`config.mk`:
```
export PLATFORM = sky130hd
export DESIGN_NAME = vc_ext_bus_bridge_flat
export DESIGN_NICKNAME = d
export VERILOG_FILES = /design/src/rtl/vc_ext_bus_bridge_if.sv /design/src/rtl/vc_ext_bus_bridge.sv /design/src/flat_wrapper.sv
export SDC_FILE = /design/constraint.sdc
export NUM_CORES = 1
export LEC_CHECK = 0
export CAP_MARGIN = 20
export CORE_MARGIN = 5
export CORE_UTILIZATION = 40
export CTS_CLUSTER_DIAMETER = 80
export DETAILED_ROUTE_END_ITERATION = 8
export PLACE_DENSITY = 0.76
export SLEW_MARGIN = 20
export SYNTH_ARGS = -nofsm -noshare
export SYNTH_HDL_FRONTEND = slang
export SYNTH_SLANG_ARGS = --single-unit
```
`constraint.sdc`:
```
create_clock -name clk -period 2.1 [get_ports clk]
set_input_delay 0.315 -clock clk [delete_from_list [all_inputs] [get_ports clk]]
set_output_delay 0.315 -clock clk [all_outputs]
set_load 0.005 [all_outputs]
```
`src/rtl/vc_ext_bus_bridge_if.sv`:
```
// CPU memory port plus external multiplexed 8-bit bus signals of vc_ext_bus_bridge.
// VC_BUS_READY_EN adds the bus_ready input from the pins.
interface vc_ext_bus_bridge_if #(
    parameter int RV        = 32,
    parameter int ADDR_BITS = 16
);
    localparam int NB = RV / 8;
    localparam int LG = $clog2(NB);
    localparam int NA = ADDR_BITS / 8;

    // CPU side: a request is any nonzero mask; rdone/wdone pulse once per accepted request.
    logic [RV-LG-1:0] raddr;
    logic [NB-1:0]    rreq;
    logic [RV-1:0]    rdata;
    logic             rdone;
    logic [RV-LG-1:0] waddr;
    logic [NB-1:0]    wmask;
    logic [RV-1:0]    wdata;
    logic             wdone;
    logic [7:0]       bus_out;
    logic [7:0]       bus_in;
    logic [NA-1:0]    bus_latch;
    logic             bus_write;
    logic [LG-1:0]    bus_lane;
`ifdef VC_BUS_READY_EN
    logic             bus_ready;

    modport slave (
        input  raddr, rreq, waddr, wmask, wdata, bus_in, bus_ready,
        output rdata, rdone, wdone, bus_out, bus_latch, bus_write, bus_lane
    );
    modport master (
        output raddr, rreq, waddr, wmask, wdata, bus_in, bus_ready,
        input  rdata, rdone, wdone, bus_out, bus_latch, bus_write, bus_lane
    );
`else
    modport slave (
        input  raddr, rreq, waddr, wmask, wdata, bus_in,
        output rdata, rdone, wdone, bus_out, bus_latch, bus_write, bus_lane
    );
    modport master (
        output raddr, rreq, waddr, wmask, wdata, bus_in,
        input  rdata, rdone, wdone, bus_out, bus_latch, bus_write, bus_lane
    );
`endif
endinterface

```
`src/rtl/vc_ext_bus_bridge.sv`:
```
// Bridge from the vc CPU memory port to an 8-bit multiplexed address/data bus with latch strobes.
// Optional feature macro VC_BUS_READY_EN: beats stretch while bus_ready is low.
module vc_ext_bus_bridge #(
    parameter int RV          = 32,
    parameter int ADDR_BITS   = 16,
    parameter int WAIT_CYCLES = 0
) (
    input  logic                  clk,
    input  logic                  reset_in,
    input  logic                  ena,
    vc_ext_bus_bridge_if.slave    io,
    output logic [1:0]            dbg_state
);
    localparam int NB = RV / 8;
    localparam int LG = $clog2(NB);
    localparam int NA = ADDR_BITS / 8;
    localparam int PW = (NA > 1) ? $clog2(NA) : 1;

    typedef enum logic [1:0] {S_IDLE, S_ADDR, S_DATA, S_DONE} state_t;

    state_t                 state, state_d;
    logic [PW-1:0]          phase;
    logic [LG-1:0]          lane;
    logic [3:0]             wcnt;
    logic                   is_wr;
    logic [NB-1:0]          mask_r;
    logic [ADDR_BITS-1:0]   addr_r;
    logic [RV-1:0]          wdata_r;
    logic [RV-1:0]          rdata_r;

    logic                   take_wr, accept, beat_end, ready;
    logic [LG:0]            first_lane, next_lane;
    logic [RV+ADDR_BITS-1:0] addr_ext;

    // Returns {found, index} of the lowest set mask bit at or above 'from'.
    function automatic logic [LG:0] find_lane(input logic [NB-1:0] m, input int from);
        logic [LG:0] r;
        r = '0;
        for (int i = NB - 1; i >= 0; i--) begin
            if (m[i] && i >= from) r = {1'b1, LG'(i)};
        end
        return r;
    endfunction

`ifdef VC_BUS_READY_EN
    assign ready = io.bus_ready;
`else
    assign ready = 1'b1;
`endif

    assign io.rdata  = rdata_r;
    assign dbg_state = state;

    always_comb begin
        take_wr      = |io.wmask;
        accept       = take_wr | (|io.rreq);
        // Word address becomes a byte address on the external bus.
        addr_ext     = take_wr ? {{ADDR_BITS{1'b0}}, io.waddr, {LG{1'b0}}}
                               : {{ADDR_BITS{1'b0}}, io.raddr, {LG{1'b0}}};
        first_lane   = find_lane(mask_r, 0);
        next_lane    = find_lane(mask_r, int'(lane) + 1);
        beat_end     = (wcnt == 4'(WAIT_CYCLES)) && ready;
        state_d      = state;
        io.bus_out   = '0;
        io.bus_latch = '0;
        io.bus_write = 1'b0;
        io.bus_lane  = '0;
        io.rdone     = 1'b0;
        io.wdone     = 1'b0;
        case (state)
            S_IDLE: if (accept) state_d = S_ADDR;
            S_ADDR: begin
                io.bus_out   = addr_r[{phase, 3'b000} +: 8];
                io.bus_latch = NA'(1) << phase;
                if (phase == '0) state_d = S_DATA;
            end
            S_DATA: begin
                io.bus_lane  = lane;
                io.bus_write = is_wr;
                if (is_wr) io.bus_out = wdata_r[{lane, 3'b000} +: 8];
                if (beat_end) state_d = next_lane[LG] ? S_DATA : S_DONE;
            end
            S_DONE: begin
                io.rdone = ~is_wr;
                io.wdone = is_wr;
                state_d  = S_IDLE;
            end
            default: state_d = S_IDLE;
        endcase
    end

    always_ff @(posedge clk) begin
        if (reset_in) begin
            state   <= S_IDLE;
            phase   <= '0;
            lane    <= '0;
            wcnt    <= '0;
            is_wr   <= 1'b0;
            mask_r  <= '0;
            addr_r  <= '0;
            wdata_r <= '0;
            rdata_r <= '0;
        end else if (ena) begin
            state <= state_d;
            case (state)
                S_IDLE: if (accept) begin
                    is_wr   <= take_wr;
                    mask_r  <= take_wr ? io.wmask : io.rreq;
                    addr_r  <= addr_ext[ADDR_BITS-1:0];
                    wdata_r <= io.wdata;
                    phase   <= PW'(NA - 1);
                    if (!take_wr) rdata_r <= '0;
                end
                S_ADDR: begin
                    phase <= phase - 1'b1;
                    if (phase == '0) begin
                        lane <= first_lane[LG-1:0];
                        wcnt <= '0;
                    end
                end
                S_DATA: begin
                    if (beat_end) begin
                        if (!is_wr) rdata_r[{lane, 3'b000} +: 8] <= io.bus_in;
                        lane <= next_lane[LG-1:0];
                        wcnt <= '0;
                    end else if (wcnt != 4'(WAIT_CYCLES)) begin
                        wcnt <= wcnt + 1'b1;
                    end
                end
                default: ;
            endcase
        end
    end
endmodule

```
`src/flat_wrapper.sv`:
```
// flat-port wrapper written by rule: the top's interface ports become plain ports
module vc_ext_bus_bridge_flat 
#(
    parameter int RV          = 32,
    parameter int ADDR_BITS   = 16,
    parameter int WAIT_CYCLES = 0
)
  (clk, reset_in, ena, dbg_state, io_raddr, io_rreq, io_waddr, io_wmask, io_wdata, io_bus_in, io_rdata, io_rdone, io_wdone, io_bus_out, io_bus_latch, io_bus_write, io_bus_lane);
  vc_ext_bus_bridge_if #(.RV(RV), .ADDR_BITS(ADDR_BITS)) io_i ();
  input  logic clk;
  input  logic reset_in;
  input  logic ena;
  output logic [1:0] dbg_state;
  input wire logic [$bits(io_i.raddr)-1:0] io_raddr;
  input wire logic [$bits(io_i.rreq)-1:0] io_rreq;
  input wire logic [$bits(io_i.waddr)-1:0] io_waddr;
  input wire logic [$bits(io_i.wmask)-1:0] io_wmask;
  input wire logic [$bits(io_i.wdata)-1:0] io_wdata;
  input wire logic [$bits(io_i.bus_in)-1:0] io_bus_in;
  output wire logic [$bits(io_i.rdata)-1:0] io_rdata;
  output wire logic [$bits(io_i.rdone)-1:0] io_rdone;
  output wire logic [$bits(io_i.wdone)-1:0] io_wdone;
  output wire logic [$bits(io_i.bus_out)-1:0] io_bus_out;
  output wire logic [$bits(io_i.bus_latch)-1:0] io_bus_latch;
  output wire logic [$bits(io_i.bus_write)-1:0] io_bus_write;
  output wire logic [$bits(io_i.bus_lane)-1:0] io_bus_lane;
  assign io_i.raddr = io_raddr;
  assign io_i.rreq = io_rreq;
  assign io_i.waddr = io_waddr;
  assign io_i.wmask = io_wmask;
  assign io_i.wdata = io_wdata;
  assign io_i.bus_in = io_bus_in;
  assign io_rdata = io_i.rdata;
  assign io_rdone = io_i.rdone;
  assign io_wdone = io_i.wdone;
  assign io_bus_out = io_i.bus_out;
  assign io_bus_latch = io_i.bus_latch;
  assign io_bus_write = io_i.bus_write;
  assign io_bus_lane = io_i.bus_lane;
  vc_ext_bus_bridge #(.RV(RV), .ADDR_BITS(ADDR_BITS), .WAIT_CYCLES(WAIT_CYCLES)) u_core (.clk(clk), .reset_in(reset_in), .ena(ena), .io(io_i), .dbg_state(dbg_state));
endmodule
```
Yosys cells after proc, flatten, opt, wreduce, memory -nomap -nowiden
Index checks and enable logic that the tools add are counted.
Cells by class
  $lt $le $gt $ge: 4
  $add $sub $neg: 4
  shift operators: 5
  reductions and logical operators: 18
  bitwise operators: 2
  muxes and demuxes: 37
  eq/ne operators: 9
Operators by type and width (count)
  $mux W32: 4
  $ge A3 B32 Y1 const A: 2
  $pmux W32 S2: 1
  $bwmux W32: 1
  $ge A1 B32 Y1 const A: 1
  $ge A2 B32 Y1 const A: 1
  $shift A8 B7 Y32 const A: 1
  $shiftx A32 B6 Y8: 1
  $shiftx A8 B7 Y32: 1
  $mux W2: 11
  $mux W16: 1
  $mux W4: 4
  $pmux W8 S2: 1
  $shiftx A16 B5 Y8: 1
  $mux W3: 4
  $reduce_and A4 Y1: 3
  $mux W8: 1
  $pmux W2 S4: 1
  $pmux W4 S2: 1
  $reduce_or A4 Y1: 2
  $neg A5 Y7: 1
  $ne A2 B2 Y1 const B: 3
  $reduce_and A3 Y1: 2
  $reduce_and A6 Y1: 1
  other kinds (18): 29
Storage, ports and cells
  output and inout port bits: 49
  flip-flop bits (word level): 94
  input bits: 111
  logic and storage cells: 88

Logic depth before layout (Yosys ltp)
Gate-level depths: netlist (run 1).
  word-level depth: 10
  gate-level depth with buffers: 8
  mapped depth without buffers: 6

Worst setup path before layout (run 1)
OpenSTA, ideal clock, no wires.
  path type: register -> register
  start: reg u_core.lane[0]
  end: reg u_core.rdata_r[16] (netlist: u_core.io.rdata[16])
  buffers on the path: 1
  arrival time: 2.017 ns
  library setup time: 0.072 ns
  stages on the path, launching flop included: 8
  clock period less this slack: 2.089 ns
  setup slack: 0.011 ns
  required time: 2.028 ns
  cell sequence: dfxtp_1 -> buf_2 -> inv_1 -> ha_1 -> nand2b_1 -> nor3_1 -> nand2_1 -> mux2i_1
Between the ends
  word-level cells in the longest chain between the ends: 6
  elaborated cells on any way between the ends: 7
  classes of those cells: add/sub: 1; shift: 2; mux: 4
RTL lines
  start: declaration: line vc_ext_bus_bridge.sv:23  | logic [LG-1:0] lane;
  start signal: assignment: line vc_ext_bus_bridge.sv:117  | lane <= first_lane[LG-1:0];
  start signal: assignment: line vc_ext_bus_bridge.sv:124  | lane <= next_lane[LG-1:0];
  $neg A5 Y7 *: line vc_ext_bus_bridge.sv:123  | if (!is_wr) rdata_r[{lane, 3'b000} +: 8] <= io.bus_in;
  $shiftx A8 B7 Y32 or $shift A8 B7 Y32 (tied branches): line vc_ext_bus_bridge.sv:123
  $bwmux W32 *: line vc_ext_bus_bridge.sv:123
  $mux W32 *: line vc_ext_bus_bridge.sv:123
  $mux W32 *: line vc_ext_bus_bridge.sv:122  | if (beat_end) begin
  $pmux W32 S2 *: line vc_ext_bus_bridge.sv:105  | case (state)
  end signal: indexed assignment: line vc_ext_bus_bridge.sv:123
  end: declaration: line vc_ext_bus_bridge.sv:29  | logic [RV-1:0] rdata_r;
Mark *: on every way between the ends. The rest lies on a longest branch, timed or not. The select of a mux whose other input is x is not followed.
A chain may end at the register's enable or synchronous reset.

Worst setup path in the final report (run 1)
  start: reg u_core.lane[0]
  end: out io_bus_out[0]
Between the ends
  word-level cells in the longest chain between the ends: 3
RTL lines
  $shiftx A32 B6 Y8: line vc_ext_bus_bridge.sv:80  | if (is_wr) io.bus_out = wdata_r[{lane, 3'b000} +: 8];
  $mux W8: line vc_ext_bus_bridge.sv:80
  $pmux W8 S2: line vc_ext_bus_bridge.sv:70  | case (state)
  end: declaration: line flat_wrapper.sv:23  | output wire logic [$bits(io_i.bus_out)-1:0] io_bus_out;
No other way between the ends.

==> impl_metrics.yaml, run 1 <==
detailed_routing:
  finalWirelength_mm: 12.53
  firstDrtPassIters: 4
  dr_total_vias: 4108
  wire_per_inst_um: 15.48
  vias_per_cell: 5.078
  ant_nets: 0
  route.detailed.drc: 0
  drt_iter0_drc: 212
cells_and_area:
  final_nets: 786
  fillCellCount: 987
  final_cell_mix: "116 x clkdlybuf4s50_1, 104 x nand2_1, 88 x dfxtp_1, 46 x mux2i_1, 39 x a21oi_1"
  num_antenna_cells: 0
  syn_to_final_growth_pct: 44.84
  drive_gt1_share_pct: 16.97
  mostFrequentLayoutCell: "clkdlybuf4s50_1"
synth:
  synth_fa_ha_area_share_pct: 3.825
  synth_area_leaders: "dfxtp_1 40%, mux2i_1 10%, nand2_1 8.5%, nand2b_1 5.1%, a21oi_1 4.3%"
  ys_seq_elements: 92
  ys.flop_type: "dfxtp_1"
  synth_edf_count: 0
  avgSynthCellArea_sq_um: 8.962
  synth_fp_nets: 636
  yosys.cell_types.count: 47
  synth_cells: 511
  async_flop_share_pct: 0
  yosys.area.top_type: "dfxtp_1"
  synth_mux_area_share_pct: 15.46
  synth-seq-area-share_pct: 40.22
  synth_area_sq_um: 4579
  yosysWarnings: 0
  synth_top_area_share_pct: 40.22
  yosys.area_share.simple_pct: 22.76
  synth_compound_area_share_pct: 14.07
  synth_top_family_by_area: "simple AND/OR/NAND/NOR gates"
  synth_xor_area_share_pct: 0
job:
  maxCapViolCount: 0
clocking:
  cts.sinks: 92
  clockRootBuffer: "clkbuf_16"
  cts_buffer_depth: 2
  cts_tree: "yes"
  cts_hold_buf: 0
  htreeDepth: 3
  clkTransAtPathRegs_ns: 0.07
  cts-buffers-inserted: 9
  clk_latency_ns: 0.34
sta:
  rsz0062_at_grt: "true"
  setup_tns_ns: 0
  worst_slew_pin_slew_ns: 0.6215
  drv_slew: 0
  max_freq_mhz: 476.9
  relSlewSlack_pct: 58.57
  period_share_pct: 99.84
  skew_ns: 0.004645
  min_period_ns: 2.097
  finalHoldViolations: 0
  setup_viol: 0
worst_setup_path:
  path_class: "reg -> out"
  cp-start-kind: "flip-flop"
  worstPathRequired_ns: 1.78
  reg2reg_depth: 8
  crit_fanout: 4
  cp.arrival_ns: 1.78
  cp-end-kind: "output port"
global_routing:
  antenna_found_initial: 0
  track_usage_pct: 18.67
  gr-total-overflow: 0
  grt_pass1_wl_mm: 20.18
  grt_pass1_vias: 4081
  grt_max_degree: 63
floorplan:
  core-area_sq_um: 11320
  start_util_pct: 40.45
  die_area_sq_um: 13690
  num_rows: 39
  die_y_um: 117.0
  pin_count: 160
  die_x_um: 117.0
outcome:
  status: "finished clean"
pwr:
  p_comb_share_pct: 21.3
  ir_drop_mv: 0.4569
  cellInternalPower_mw: 3.171
  cellPowerDensity_nw_per_um2: 667.3
  finalPower_mw: 4.426
  swShare_pct: 28.34
  pwr-share-clk_pct: 35.6
  p_leak_nw: 2.545
  p_seq_share_pct: 43.1
  p_sw_mw: 1.254
placed_design:
  gp_congestion: 0.8114
  port_buffers: 127
  dp_hpwl_mm: 9.346
worst_hold_path:
  min_path_type: "reg -> reg"
  min_path_cells: 2
[power groups by stage]
stage          clock, mW  combinational (mW)  sequential [mW]
3_3_place_gp           0               0.881             1.94
5_1_grt             1.69                1.02             1.92
2_1_floorplan          0               0.511             1.92
3_5_place_dp           0               0.902             1.94
4_1_cts             1.61               0.928             1.90
6_report            1.58               0.941             1.91
[through the flow]
step	cell area (sq um)	hold slack (ns)	worst slack, ns	std cells	util [%]
after global placement	6251	0.4403	-0.04340	785	55.22
after detailed placement	6251	0.4470	-0.07786	785	55.22
after CTS	6581	0.4571	-0.07066	803	58.13
final	6633	0.4558	0.003279	809	58.59
after floorplan	4579	0.4251	0.01113	511	-
after global routing	6633	0.4753	-0.07016	809	58.59
[cell families after synthesis]
group | Yosys count
muxes | 60
and+or+nand+nor | 214
buffers and inverters | 40
AOI/OAI and AO/OA | 91
DFF | 92
adders and majority gates | 14
[layer usage]
metal | vias to the layer above | GRT usage [%] | routed length (um)
li1 | 2065 | - | -
met1 | 1870 | 24.66 | 5352
met2 | 158 | 30.60 | 6005
met3 | 15 | 3.599 | 949
met4 | 0 | 6.575 | 217
met5 | - | 0 | 0
[layout make-up]
type	count	area, sq um	area share (%)
Clock buffer	9	225.2	3.396
Clock inverter	7	63.81	0.9621
Inverter	10	38.79	0.5848
Multi-Input combinational cell	380	2646	39.90
Sequential cell	92	1849	27.88
Tap cell	143	178.9	2.698
Timing Repair Buffer	168	1630	24.58
[sequential cells by signal, summed over array words and instances, names as in the netlist, 2 cells and up]
| register | count |
|---|---|
| u_core.io.rdata | 32 |
| u_core.wdata_r | 32 |
| u_core.addr_r | 14 |
| u_core.mask_r | 4 |
| u_core.wcnt | 4 |
| u_core.dbg_state | 2 |
| u_core.lane | 2 |
[synth_stat cells (4+ instances only)]
cell type    n
buf_2        5
and2_1       4
nor2b_1     18
mux4_2       8
nor2_1      26
ha_1        14
mux2_2       6
inv_1        9
nand3_1      4
dfxtp_1     92
a22oi_1      8
nor3_1       7
mux2i_1     46
a211oi_1    20
a21oi_1     39
nand2_1    104
clkbuf_1    22
o21ai_0      6
nand2b_1    37
[critical path, cell delays in order, from the launching register on]
cell	delay [ns]
dfxtp_2	0.35
buf_6	0.13
mux4_2	0.56
a22oi_2	0.21
nor2b_1	0.07
buf_2	0.13
[worst paths after layout]
check,endpoint,slack (ns),startpoint
max,io_bus_out[0],0.003,u_core.lane[0]
min,u_core.wdata_r[19],0.46,u_core.wdata_r[19]
max reg2reg,u_core.wcnt[2],0.15,u_core.dbg_state[0]
min reg2reg,u_core.wdata_r[19],0.46,u_core.wdata_r[19]
[timing repair]
action / 4_1_cts / 5_1_grt
setup endpoints to repair: 14 / 13
cloned: 0 / 1
setup buffers: 2 / 6
gates resized for setup: 46 / 15
pin swaps: 8 / 3
Power figures use the tool's default switching activity.
==> inputs of run 2 (changes only) <==
==> constraint.sdc (replaced) <==
create_clock -name clk -period 1.8 [get_ports clk]
set_input_delay 0.27 -clock clk [delete_from_list [all_inputs] [get_ports clk]]
set_output_delay 0.27 -clock clk [all_outputs]
set_load 0.005 [all_outputs]
==> impl_metrics.yaml, run 2 (same netlist as run 1, synthesis figures left out) <==
outcome:
  status: "finished with violations"
  violations: "setup timing"
floorplan:
  die_x_um: 117.0
  die_y_um: 117.0
  core-area_sq_um: 11320
  num_rows: 39
  start_util_pct: 40.45
  pin_count: 160
  die_area_sq_um: 13690
cells_and_area:
  mostFrequentLayoutCell: "clkdlybuf4s50_1"
  fin_area_sq_um: 7107
  final_nets: 812
  stdcell_count: 835
  syn_to_final_growth_pct: 55.19
  final_cell_mix: "111 x clkdlybuf4s50_1, 104 x nand2_1, 85 x dfxtp_1, 52 x buf_4, 46 x mux2i_1"
  drive_gt1_share_pct: 26.01
  num_antenna_cells: 0
  post-route-util_pct: 62.78
worst_setup_path:
  path_class: "reg -> out"
  cp-start-kind: "flip-flop"
  worstPathRequired_ns: 1.53
  cp-end-kind: "output port"
  crit_fanout: 3
  cp.arrival_ns: 1.76
sta:
  rsz0062_at_grt: "true"
  max_freq_mhz: 493.6
  period_share_pct: 112.5
  setup_viol: 13
  fin_ws_ns: -0.2258
  setup_tns_ns: -1.676
  min_period_ns: 2.026
  worst_slew_pin_slew_ns: 0.4892
  finalHoldViolations: 0
  whs_ns: 0.4600
  relSlewSlack_pct: 67.32
  skew_ns: 0.009917
  drv_slew: 0
detailed_routing:
  finalWirelength_mm: 13.44
  dr_total_vias: 4295
  vias_per_cell: 5.144
  wire_per_inst_um: 16.09
  firstDrtPassIters: 4
  drt_iter0_drc: 189
  route.detailed.drc: 0
  ant_nets: 0
pwr:
  ir_drop_mv: 0.4178
  p_leak_nw: 2.725
  cellPowerDensity_nw_per_um2: 759.9
  finalPower_mw: 5.400
global_routing:
  gr-total-overflow: 0
  grt_max_degree: 39
  grt_pass1_vias: 4462
  track_usage_pct: 19.53
  antenna_found_initial: 0
  grt_pass1_wl_mm: 21.07
placed_design:
  dp_hpwl_mm: 9.765
  gp_congestion: 0.8331
  dp_slack_ns: -0.3987
  dp_cells: 801
  port_buffers: 127
  place_area_sq_um: 6371
worst_hold_path:
  min_path_type: "in -> reg"
clocking:
  cts-buffers-inserted: 9
  cts_tree: "yes"
  clkTransAtPathRegs_ns: 0.08
  clockRootBuffer: "clkbuf_16"
  cts.sinks: 92
  cts_buffer_depth: 2
  clk_latency_ns: 0.35
  htreeDepth: 3
  cts_hold_buf: 0
job:
  maxCapViolCount: 0
run 2: power breakdown:
| group | total [mW] | switching (mW) | internal (mW) |
|---|---|---|---|
| Clock | 1.89 | 0.905 | 0.988 |
| Sequential | 2.23 | 0.0856 | 2.15 |
| Combinational | 1.27 | 0.581 | 0.692 |
run 2: final timing paths:
kind,from,end,slack (ns),cells past startpoint
worst min-delay path,io_wdata[25],u_core.wdata_r[25],0.46,3
worst min register to register,u_core.wdata_r[18],u_core.wdata_r[18],0.46,2
worst max register to register,u_core.wcnt[1],u_core.io.rdata[19],-0.01,7
worst max-delay path,u_core.lane[0],io_bus_out[6],-0.23,5
run 2: final cells by class:
cell class / instances / area (sq um)
clock buffers: 9 / 225.2
clock inverters: 7 / 71.32
multi-input cells: 379 / 2854
inverters: 10 / 43.79
fillers: 928 / 4214
repair buffers: 195 / 1876
flip-flops and latches: 92 / 1858
well taps: 143 / 178.9
run 2: per-layer routing:
layer  vias up  wire, um  global-route usage, %
li1       2110         -                      -
met1      2003      5587                  23.21
met2       151      6515                  33.67
met3        31      1016                  5.039
met4         0       316                  7.798
met5         -         0                      0
run 2: worst max-delay path: stages (launching register included):
cell     delay [ns]
dfxtp_4        0.37
buf_4          0.11
mux4_2         0.51
a22oi_2        0.18
nor2b_1        0.09
buf_2          0.13
run 2: timing repair:
item / 4_1_cts / 5_1_grt
hold endpoints to repair: 0 / 0
setup buffers: 13 / 5
setup endpoints to repair: 52 / 87
cloned: 0 / 1
pin swaps: 19 / 9
resized for setup: 97 / 36
==> inputs of run 3 (changes only) <==
--- a/config.mk
+++ b/config.mk
@@ -6,6 +6,7 @@
 export NUM_CORES = 1
 export LEC_CHECK = 0
 export CAP_MARGIN = 20
+export CORE_ASPECT_RATIO = 1.4
 export CORE_MARGIN = 5
 export CORE_UTILIZATION = 40
 export CTS_CLUSTER_DIAMETER = 80
==> impl_metrics.yaml, run 3 (same netlist as run 1, synthesis figures left out) <==
outcome:
  status: "finished with violations"
  violations: "setup timing"
detailed_routing:
  drt_iter0_drc: 159
  finalWirelength_mm: 13.36
  wire_per_inst_um: 16.06
  vias_per_cell: 5.180
  ant_nets: 0
  route.detailed.drc: 0
  dr_total_vias: 4310
  firstDrtPassIters: 4
global_routing:
  grt_max_degree: 41
  track_usage_pct: 19.42
  gr-total-overflow: 0
  grt_pass1_vias: 4414
  antenna_found_initial: 0
  grt_pass1_wl_mm: 21.33
pwr:
  cellPowerDensity_nw_per_um2: 785.1
  ir_drop_mv: 0.5242
  p_leak_nw: 2.739
  finalPower_mw: 5.492
worst_setup_path:
  worstPathRequired_ns: 1.53
  path_class: "reg -> out"
  cp-end-kind: "output port"
  cp-start-kind: "flip-flop"
  crit_fanout: 5
  cp.arrival_ns: 1.71
placed_design:
  port_buffers: 127
  dp_hpwl_mm: 10.06
  gp_congestion: 0.8677
clocking:
  cts_buffer_depth: 2
  clockRootBuffer: "clkbuf_16"
  htreeDepth: 3
  cts.sinks: 92
  clkTransAtPathRegs_ns: 0.07
  cts-buffers-inserted: 9
  cts_tree: "yes"
  clk_latency_ns: 0.33
  cts_hold_buf: 0
cells_and_area:
  num_antenna_cells: 0
  final_nets: 808
  drive_gt1_share_pct: 23.26
  fillCellCount: 928
  final_cell_mix: "111 x clkdlybuf4s50_1, 104 x nand2_1, 87 x dfxtp_1, 47 x buf_4, 46 x mux2i_1"
  mostFrequentLayoutCell: "clkdlybuf4s50_1"
  syn_to_final_growth_pct: 52.76
sta:
  period_share_pct: 110.0
  rsz0062_at_grt: "true"
  finalHoldViolations: 0
  whs_ns: 0.4610
  fin_ws_ns: -0.1794
  setup_viol: 34
  worst_slew_pin_slew_ns: 0.5478
  drv_slew: 0
  min_period_ns: 1.979
  max_freq_mhz: 505.2
  relSlewSlack_pct: 63.48
  skew_ns: 0.007342
floorplan:
  die_y_um: 136.6
  pin_count: 160
  die_x_um: 100.4
  die_area_sq_um: 13720
  num_rows: 46
  core-area_sq_um: 11280
  start_util_pct: 40.59
worst_hold_path:
  min_path_type: "reg -> reg"
job:
  maxCapViolCount: 0
## run 3: cell count changes in the layout (fill, tap and decap cells not counted), sizes merged
cell	delta
clkbuf	+1
dlymetal6s2s	+1
dlygate4sd2	+2
bufinv	+2
buf	-5
clkdlybuf4s15	-3
clkinvlp	+2
inv	-4
## run 3: timing repair
| item | CTS | global route |
|---|---|---|
| cloned | 0 | 0 |
| setup buffers | 5 | 7 |
| endpoints found under the setup margin | 51 | 51 |
| gates resized for setup | 73 | 30 |
| pin swaps | 12 | 8 |
## run 3: final timing paths
check / from / to / slack, ns / cells past startpoint
setup / recovery: u_core.lane[0] / io_bus_out[5] / -0.18 / 5
hold / removal: u_core.wdata_r[14] / u_core.wdata_r[14] / 0.46 / 2
setup reg to reg: u_core.wcnt[1] / u_core.io.rdata[12] / -0.03 / 7
hold reg to reg: u_core.wdata_r[14] / u_core.wdata_r[14] / 0.46 / 2
## run 3: layout make-up
class	instances	area [sq um]	area share, %
inverter	10	38.79	0.5545
tap	144	180.2	2.576
clock buffer	9	225.2	3.219
multi-input combinational	379	2760	39.46
clock inverter	7	97.59	1.395
sequential	92	1853	26.49
timing repair buffer	191	1841	26.31
## run 3: stage by stage
step           setup WS, ns  setup TNS [ns]  instances  utilization, %  instance area, sq um
3_3_place_gp        -0.2908          -17.91        804           56.84                  6412
2_1_floorplan     -0.007256         -0.1533        511               -                  4597
3_5_place_dp        -0.3664          -20.41        804           56.84                  6412
4_1_cts             -0.1870          -1.947        825           60.68                  6845
5_1_grt             -0.2341          -4.612        832           62.01                  6995
6_report            -0.1794          -1.611        832           62.01                  6995
## run 3: routing by layer
layer	up-vias	global-route usage, %	wire [um]
li1	2111	-	-
met1	1985	20.79	5043
met2	178	35.36	6819
met3	36	5.048	961
met4	0	8.689	535
met5	-	0	0
## run 3: critical path, cell delays in order (launching register included)
cell and delay [ns]:
dfxtp_4 0.36, buf_12 0.12, mux4_2 0.51, a22oi_2 0.18
nor2b_1 0.07, buf_2 0.13
## run 3: power breakdown
group | total (mW) | leakage (nW) | internal [mW] | switching [mW]
Clock | 2.03 | 0.152 | 1.22 | 0.803
Sequential | 2.24 | 0.754 | 2.15 | 0.0865
Combinational | 1.23 | 1.83 | 0.668 | 0.561
